### config.mk
export PLATFORM = sky130hd
export DESIGN_NAME = instr_encode_loader
export DESIGN_NICKNAME = d
export VERILOG_FILES = /design/src/rtl/mips_isa_pkg.sv /design/src/rtl/instr_field_packer.sv /design/src/rtl/instr_encode_loader.sv
export SDC_FILE = /design/constraint.sdc
export NUM_CORES = 1
export LEC_CHECK = 0
export CORE_UTILIZATION = 40
export DETAILED_ROUTE_END_ITERATION = 8
export PLACE_DENSITY = 0.8
export SKIP_CTS_REPAIR_TIMING = 1
export SYNTH_ARGS = -nofsm -noshare
export SYNTH_HDL_FRONTEND = slang
export SYNTH_SLANG_ARGS = --single-unit
### constraint.sdc
create_clock -name clk -period 2.24 [get_ports clk]
set_clock_uncertainty 0.15 [all_clocks]
set_input_delay 0.448 -clock clk [delete_from_list [all_inputs] [get_ports clk]]
set_output_delay 0.448 -clock clk [all_outputs]
set_load 0.03 [all_outputs]
### src/rtl/mips_isa_pkg.sv
// Shared ISA definitions: opcode map, mnemonic codes, field layout and loader FSM states.
// INSTR_ENC_READBACK_EN adds the VERIFY state used by the read-back variant of the loader.
package mips_isa_pkg;

   localparam int WORD_W  = 32;
   localparam int OP_W    = 6;
   localparam int REG_W   = 5;
   localparam int SHAMT_W = 5;
   localparam int FUNCT_W = 6;
   localparam int IMM_W   = 16;
   localparam int TGT_W   = 26;

   localparam int OP_LSB    = 26;
   localparam int RS_LSB    = 21;
   localparam int RT_LSB    = 16;
   localparam int RD_LSB    = 11;
   localparam int SHAMT_LSB = 6;

   localparam logic [OP_W-1:0] OP_R    = 6'b000000;
   localparam logic [OP_W-1:0] OP_J    = 6'b000001;
   localparam logic [OP_W-1:0] OP_ADDI = 6'b010000;
   localparam logic [OP_W-1:0] OP_SUBI = 6'b010001;
   localparam logic [OP_W-1:0] OP_ANDI = 6'b010010;
   localparam logic [OP_W-1:0] OP_BEQ  = 6'b001000;
   localparam logic [OP_W-1:0] OP_BNE  = 6'b001001;
   localparam logic [OP_W-1:0] OP_BGT  = 6'b001010;
   localparam logic [OP_W-1:0] OP_BGE  = 6'b001011;
   localparam logic [OP_W-1:0] OP_BLE  = 6'b001100;
   localparam logic [OP_W-1:0] OP_LW   = 6'b100011;
   localparam logic [OP_W-1:0] OP_SW   = 6'b101011;

   typedef enum logic [3:0] {
      MN_R    = 4'd0,
      MN_ADDI = 4'd1,
      MN_SUBI = 4'd2,
      MN_ANDI = 4'd3,
      MN_BEQ  = 4'd4,
      MN_BNE  = 4'd5,
      MN_BGT  = 4'd6,
      MN_BGE  = 4'd7,
      MN_BLE  = 4'd8,
      MN_LW   = 4'd9,
      MN_SW   = 4'd10,
      MN_J    = 4'd11
   } mnem_e;

`ifdef INSTR_ENC_READBACK_EN
   typedef enum logic [2:0] {ST_IDLE, ST_ACCEPT, ST_WRITE, ST_VERIFY, ST_FIN} state_e;
`else
   typedef enum logic [2:0] {ST_IDLE, ST_ACCEPT, ST_WRITE, ST_FIN} state_e;
`endif

   // Opcode for the I-type mnemonics; anything else maps to the R opcode.
   function automatic logic [OP_W-1:0] itype_op(input logic [3:0] m);
      case (m)
         MN_ADDI: return OP_ADDI;
         MN_SUBI: return OP_SUBI;
         MN_ANDI: return OP_ANDI;
         MN_BEQ:  return OP_BEQ;
         MN_BNE:  return OP_BNE;
         MN_BGT:  return OP_BGT;
         MN_BGE:  return OP_BGE;
         MN_BLE:  return OP_BLE;
         MN_LW:   return OP_LW;
         MN_SW:   return OP_SW;
         default: return OP_R;
      endcase
   endfunction

endpackage

### src/rtl/instr_field_packer.sv
// Combinational packer: symbolic instruction fields -> 32-bit word plus an illegal flag.
module instr_field_packer
   import mips_isa_pkg::*;
(
   input  logic [3:0]         mnem,
   input  logic [REG_W-1:0]   rs,
   input  logic [REG_W-1:0]   rt,
   input  logic [REG_W-1:0]   rd,
   input  logic [SHAMT_W-1:0] shamt,
   input  logic [FUNCT_W-1:0] funct,
   input  logic [IMM_W-1:0]   imm,
   input  logic [TGT_W-1:0]   target,
   output logic [WORD_W-1:0]  word,
   output logic               illegal
);

   always_comb begin
      word    = '0;
      illegal = 1'b0;
      case (mnem)
         MN_R:    word = {OP_R, rs, rt, rd, shamt, funct};
         MN_J:    word = {OP_J, target};
         MN_ADDI, MN_SUBI, MN_ANDI, MN_BEQ, MN_BNE,
         MN_BGT, MN_BGE, MN_BLE, MN_LW, MN_SW:
                  word = {itype_op(mnem), rs, rt, imm};
         default: illegal = 1'b1;
      endcase
   end

endmodule

### src/rtl/instr_encode_loader.sv
// Encodes instruction fields and writes the words sequentially into IMEM from base_addr.
// Define INSTR_ENC_READBACK_EN to add a read-back VERIFY step with a sticky err_verify.
module instr_encode_loader
   import mips_isa_pkg::*;
#(
   parameter int ADDR_W = 8
) (
   input  logic               clk,
   input  logic               rst,
   input  logic               start,
   input  logic [ADDR_W-1:0]  base_addr,
   input  logic               in_valid,
   output logic               in_ready,
   input  logic               in_last,
   input  logic [3:0]         mnem,
   input  logic [REG_W-1:0]   rs,
   input  logic [REG_W-1:0]   rt,
   input  logic [REG_W-1:0]   rd,
   input  logic [SHAMT_W-1:0] shamt,
   input  logic [FUNCT_W-1:0] funct,
   input  logic [IMM_W-1:0]   imm,
   input  logic [TGT_W-1:0]   target,
`ifdef INSTR_ENC_READBACK_EN
   input  logic [WORD_W-1:0]  imem_rdata,
   output logic               err_verify,
`endif
   output logic               imem_we,
   output logic [ADDR_W-1:0]  imem_addr,
   output logic [WORD_W-1:0]  imem_wdata,
   output logic               busy,
   output logic               done,
   output logic               full,
   output logic               err_illegal,
   output logic [ADDR_W:0]    count
);

   localparam logic [ADDR_W-1:0] TOP_ADDR = '1;

   state_e              state_q, state_d;
   logic [ADDR_W-1:0]   addr_q, addr_d;
   logic [WORD_W-1:0]   word_q, word_d;
   logic                last_q, last_d;
   logic                done_q, done_d;
   logic                full_q, full_d;
   logic                err_q, err_d;
   logic [ADDR_W:0]     count_q, count_d;
   logic [WORD_W-1:0]   enc_word;
   logic                enc_illegal;
   logic                end_word;
`ifdef INSTR_ENC_READBACK_EN
   logic                vchk_q, vchk_d;
   logic                verr_q, verr_d;
`endif

   instr_field_packer u_packer (
      .mnem    (mnem),
      .rs      (rs),
      .rt      (rt),
      .rd      (rd),
      .shamt   (shamt),
      .funct   (funct),
      .imm     (imm),
      .target  (target),
      .word    (enc_word),
      .illegal (enc_illegal)
   );

   always_comb begin
      state_d  = state_q;
      addr_d   = addr_q;
      word_d   = word_q;
      last_d   = last_q;
      done_d   = done_q;
      full_d   = full_q;
      err_d    = err_q;
      count_d  = count_q;
      in_ready = 1'b0;
      busy     = 1'b0;
      imem_we  = 1'b0;
      end_word = 1'b0;
`ifdef INSTR_ENC_READBACK_EN
      vchk_d   = 1'b0;
      verr_d   = verr_q;
      // Read data for the address held in VERIFY arrives one cycle later.
      if (vchk_q && (imem_rdata != word_q)) verr_d = 1'b1;
`endif
      case (state_q)
         ST_IDLE: begin
            if (start) begin
               addr_d  = base_addr;
               done_d  = 1'b0;
               full_d  = 1'b0;
               err_d   = 1'b0;
               count_d = '0;
`ifdef INSTR_ENC_READBACK_EN
               verr_d  = 1'b0;
`endif
               state_d = ST_ACCEPT;
            end
         end
         ST_ACCEPT: begin
            in_ready = 1'b1;
            busy     = 1'b1;
            if (in_valid) begin
               if (enc_illegal) begin
                  err_d = 1'b1;
                  if (in_last) state_d = ST_FIN;
               end else begin
                  word_d  = enc_word;
                  last_d  = in_last;
                  state_d = ST_WRITE;
               end
            end
         end
         ST_WRITE: begin
            busy    = 1'b1;
            imem_we = 1'b1;
            count_d = count_q + (ADDR_W+1)'(1);
`ifdef INSTR_ENC_READBACK_EN
            state_d = ST_VERIFY;
`else
            end_word = 1'b1;
`endif
         end
`ifdef INSTR_ENC_READBACK_EN
         ST_VERIFY: begin
            busy     = 1'b1;
            vchk_d   = 1'b1;
            end_word = 1'b1;
         end
`endif
         ST_FIN:  state_d = ST_IDLE;
         default: state_d = ST_IDLE;
      endcase

      // Address never wraps: the top address ends the session unless it was already last.
      if (end_word) begin
         if (last_q) begin
            state_d = ST_FIN;
         end else if (addr_q == TOP_ADDR) begin
            full_d  = 1'b1;
            state_d = ST_FIN;
         end else begin
            addr_d  = addr_q + ADDR_W'(1);
            state_d = ST_ACCEPT;
         end
      end

      if ((state_d == ST_FIN) && (state_q != ST_FIN)) done_d = 1'b1;
   end

   always_ff @(posedge clk) begin
      if (rst) begin
         state_q <= ST_IDLE;
         addr_q  <= '0;
         word_q  <= '0;
         last_q  <= 1'b0;
         done_q  <= 1'b0;
         full_q  <= 1'b0;
         err_q   <= 1'b0;
         count_q <= '0;
`ifdef INSTR_ENC_READBACK_EN
         vchk_q  <= 1'b0;
         verr_q  <= 1'b0;
`endif
      end else begin
         state_q <= state_d;
         addr_q  <= addr_d;
         word_q  <= word_d;
         last_q  <= last_d;
         done_q  <= done_d;
         full_q  <= full_d;
         err_q   <= err_d;
         count_q <= count_d;
`ifdef INSTR_ENC_READBACK_EN
         vchk_q  <= vchk_d;
         verr_q  <= verr_d;
`endif
      end
   end

   assign imem_addr   = addr_q;
   assign imem_wdata  = word_q;
   assign done        = done_q;
   assign full        = full_q;
   assign err_illegal = err_q;
   assign count       = count_q;
`ifdef INSTR_ENC_READBACK_EN
   assign err_verify  = verr_q;
`endif

endmodule

==> qor.csv <==
metric,value,unit
crit end category,register,
sequential share of power,49.2,%
clock insertion delay at the later pin of the skew report,0.32,ns
final hold violation count,0,
Die Area,7270,um2
leakage,1.69,nW
Clk pwr share,26.9,%
Clock transition at path regs,0.09,ns
CP max FO,10,
CTS tree,built,
most frequent cell after synthesis,dfxtp_1,
YS warnings,0,
Max Fclk,456,MHz
Synth Area in Compound Gates,29.2,%
Vias,3187,
outcome,"complete, no violations",
clk buf depth,2,
Comb pwr share,23.9,%
CTS Sinks,56,
worst path bufs/invs,3,
first-pass GRT wire length,13.5,mm
internal power,1.53,mW
core area,6530,um2
pwr dens,451,nW/um2
most common library cells after synthesis,"dfxtp_1, nor2_1, a21oi_1",
Die X,85.3,um
fin nets,570,
PortBufs,139,
Synth Area in Simple Gates,20.2,%
clk root buf,clkbuf_8,
register area share after synthesis,40.4,%
endpoints failing setup,0,
vias in the first global route,2893,
Setup crit start kind,primary input,
DR pass1 iterations,6,
Max IR drop VDD,0.305,mV
DP HPWL,6.32,mm
fillers,516,
Placed Cells,541,
gr ovfl total,0,
post-synthesis mux area share,1.22,%
worst-path cell chain,clkdlybuf4s50_1 -> o21ai_0 -> a211oi_4 -> clkbuf_16 -> buf_4 -> o21ai_0 -> a211oi_1,
register bit total from synthesis,56,
number of synthesized flops with an enable pin,0,
Initial Util,42.5,%
share of cells above drive strength 1,14.8,%
CP top delay family,buffers and inverters,
Period minus WS final,2.19,ns
final hold slack,0.307,ns
Routability Congestion,0.878,
Synth top area share,40.4,%
Post-Synth XOR/XNOR Area,0,%
critical path's most frequent cell,o21ai_0,
row cnt,29,
required time of the critical path,2.31,ns
Global Route Usage Sum,23.1,%
Worst path max stage delay,0.53,ns
num ports,140,
ANT nets after route,0,
post-synthesis adder-cell area fraction,2.71,%
Routed wire per std cell,15.6,um
Syn Inst Count,321,
max-cap viol count,0,
# diodes,0,
"worst slack, placed",-0.488,ns
syn nets,412,
Mapped Area,2770,um2
Net Sw Frac,27.2,%
post-route DRC violation count,0,
crit share post-route,97.8,%
main area contributors after synthesis,"dfxtp_1, a211oi_1, a222oi_1",
syn_area_per_cell,8.64,um2
share of synthesized registers carrying an async set or reset,0,%
WL final,8.71,mm
Synth area leader,dfxtp_1,
Critical Path AT,2.26,ns
Yosys cell types,54,
H-tree levels,2,
DR iter-0 viols,137,
ys flop type,dfxtp_1,
HP Class,reg -> reg,
Fin Setup TNS,0,ns
total CTS buffers,5,
pin count of the biggest net entering global routing,36,
register area,1120,um2
area of the multi-input gates,1540,um2
Tot Pwr,2.10,mW
"Slowest-stage cell, CP",clkdlybuf4s50_1,
antenna violations before repair,0,
switching power total,0.572,mW
Max Transition Viols Final,0,
Die Height,85.3,um
Syn-to-layout area delta,68.2,%
CP Class,in -> reg,
combinational family with the most area after synthesis,compound AO/OA/AOI/OAI gates,
via/cell ratio,5.72,
final worst slack,0.0484,ns
Post-Layout Cell Count,557,
-- flip-flops by register name, summed over array words and instances (netlist names) --
| signal | cells |
|---|---|
| imem_wdata | 32 |
| count | 9 |
| imem_addr | 8 |
| state_q | 3 |
| done | 1 |
| err_illegal | 1 |
| full | 1 |
| last_q | 1 |
-- per-stage QoR --
step,area [um2],utilization (%)
after floorplan,2770,-
after global placement,4420,67.7
after detailed placement,4420,67.7
after CTS,4510,69.1
after global routing,4660,71.4
final,4660,71.4
-- layout by cell type, fill, tap and decap left out, types with 4 or more instances in the layout --
cell type / instances
buf_12: 5
a211oi_1: 27
nor2_1: 40
a21oi_1: 28
clkbuf_8: 5
buf_4: 34
nand3_1: 5
and2_1: 5
a222oi_1: 16
nor3_1: 4
inv_1: 4
dlymetal6s2s_1: 4
nand2_1: 20
a32oi_1: 4
dfxtp_1: 56
clkdlybuf4s50_1: 132
nor4_1: 5
o21ai_0: 17
o211ai_1: 4
-- layer usage --
layer / global-route usage (%) / wire length, um
met3: 4.09 / 418
met4: 9.55 / 261
met2: 39.7 / 4380
met1: 28.6 / 3650
met5: 0 / 0
-- logic make-up after synthesis --
| family | count (synthesis) |
|---|---|
| AOI/OAI and AO/OA | 115 |
| adders and majority gates | 6 |
| buffers and inverters | 34 |
| DFF | 56 |
| muxes | 3 |
| other | 1 |
| and+or+nand+nor | 106 |
-- cell type report --
cell class                      instances  area share [%]
Timing Repair Buffer                  179            38.4
Sequential cell                        56            24.0
Clock inverter                          3           0.456
Tap cell                               77            2.07
Multi-Input combinational cell        231            33.0
Clock buffer                            5            1.48
Inverter                                6           0.483
-- power by group through the flow --
stage	Clock (mW)	Sequential [mW]	Combinational, mW
final	0.565	1.03	0.502
after global routing	0.632	1.04	0.534
after CTS	0.582	1.03	0.459
after detailed placement	0	1.06	0.458
after global placement	0	1.06	0.450
after floorplan	0	1.09	0.152
-- path summary, 6_finish.rpt --
kind	from	to	slack, ns	cells after the start
max	mnem[2]	imem_wdata[23]	0.05	7
min reg2reg	imem_wdata[29]	imem_wdata[29]	0.31	2
min	imem_wdata[29]	imem_wdata[29]	0.31	2
max reg2reg	state_q[0]	count[7]	0.17	6
-- worst min-delay path, cell delays in order (launching register included) --
cell and delay [ns]:
dfxtp_1 0.32, nand2_1 0.05, a21oi_1 0.05
(Power assumes the default switching activity.)
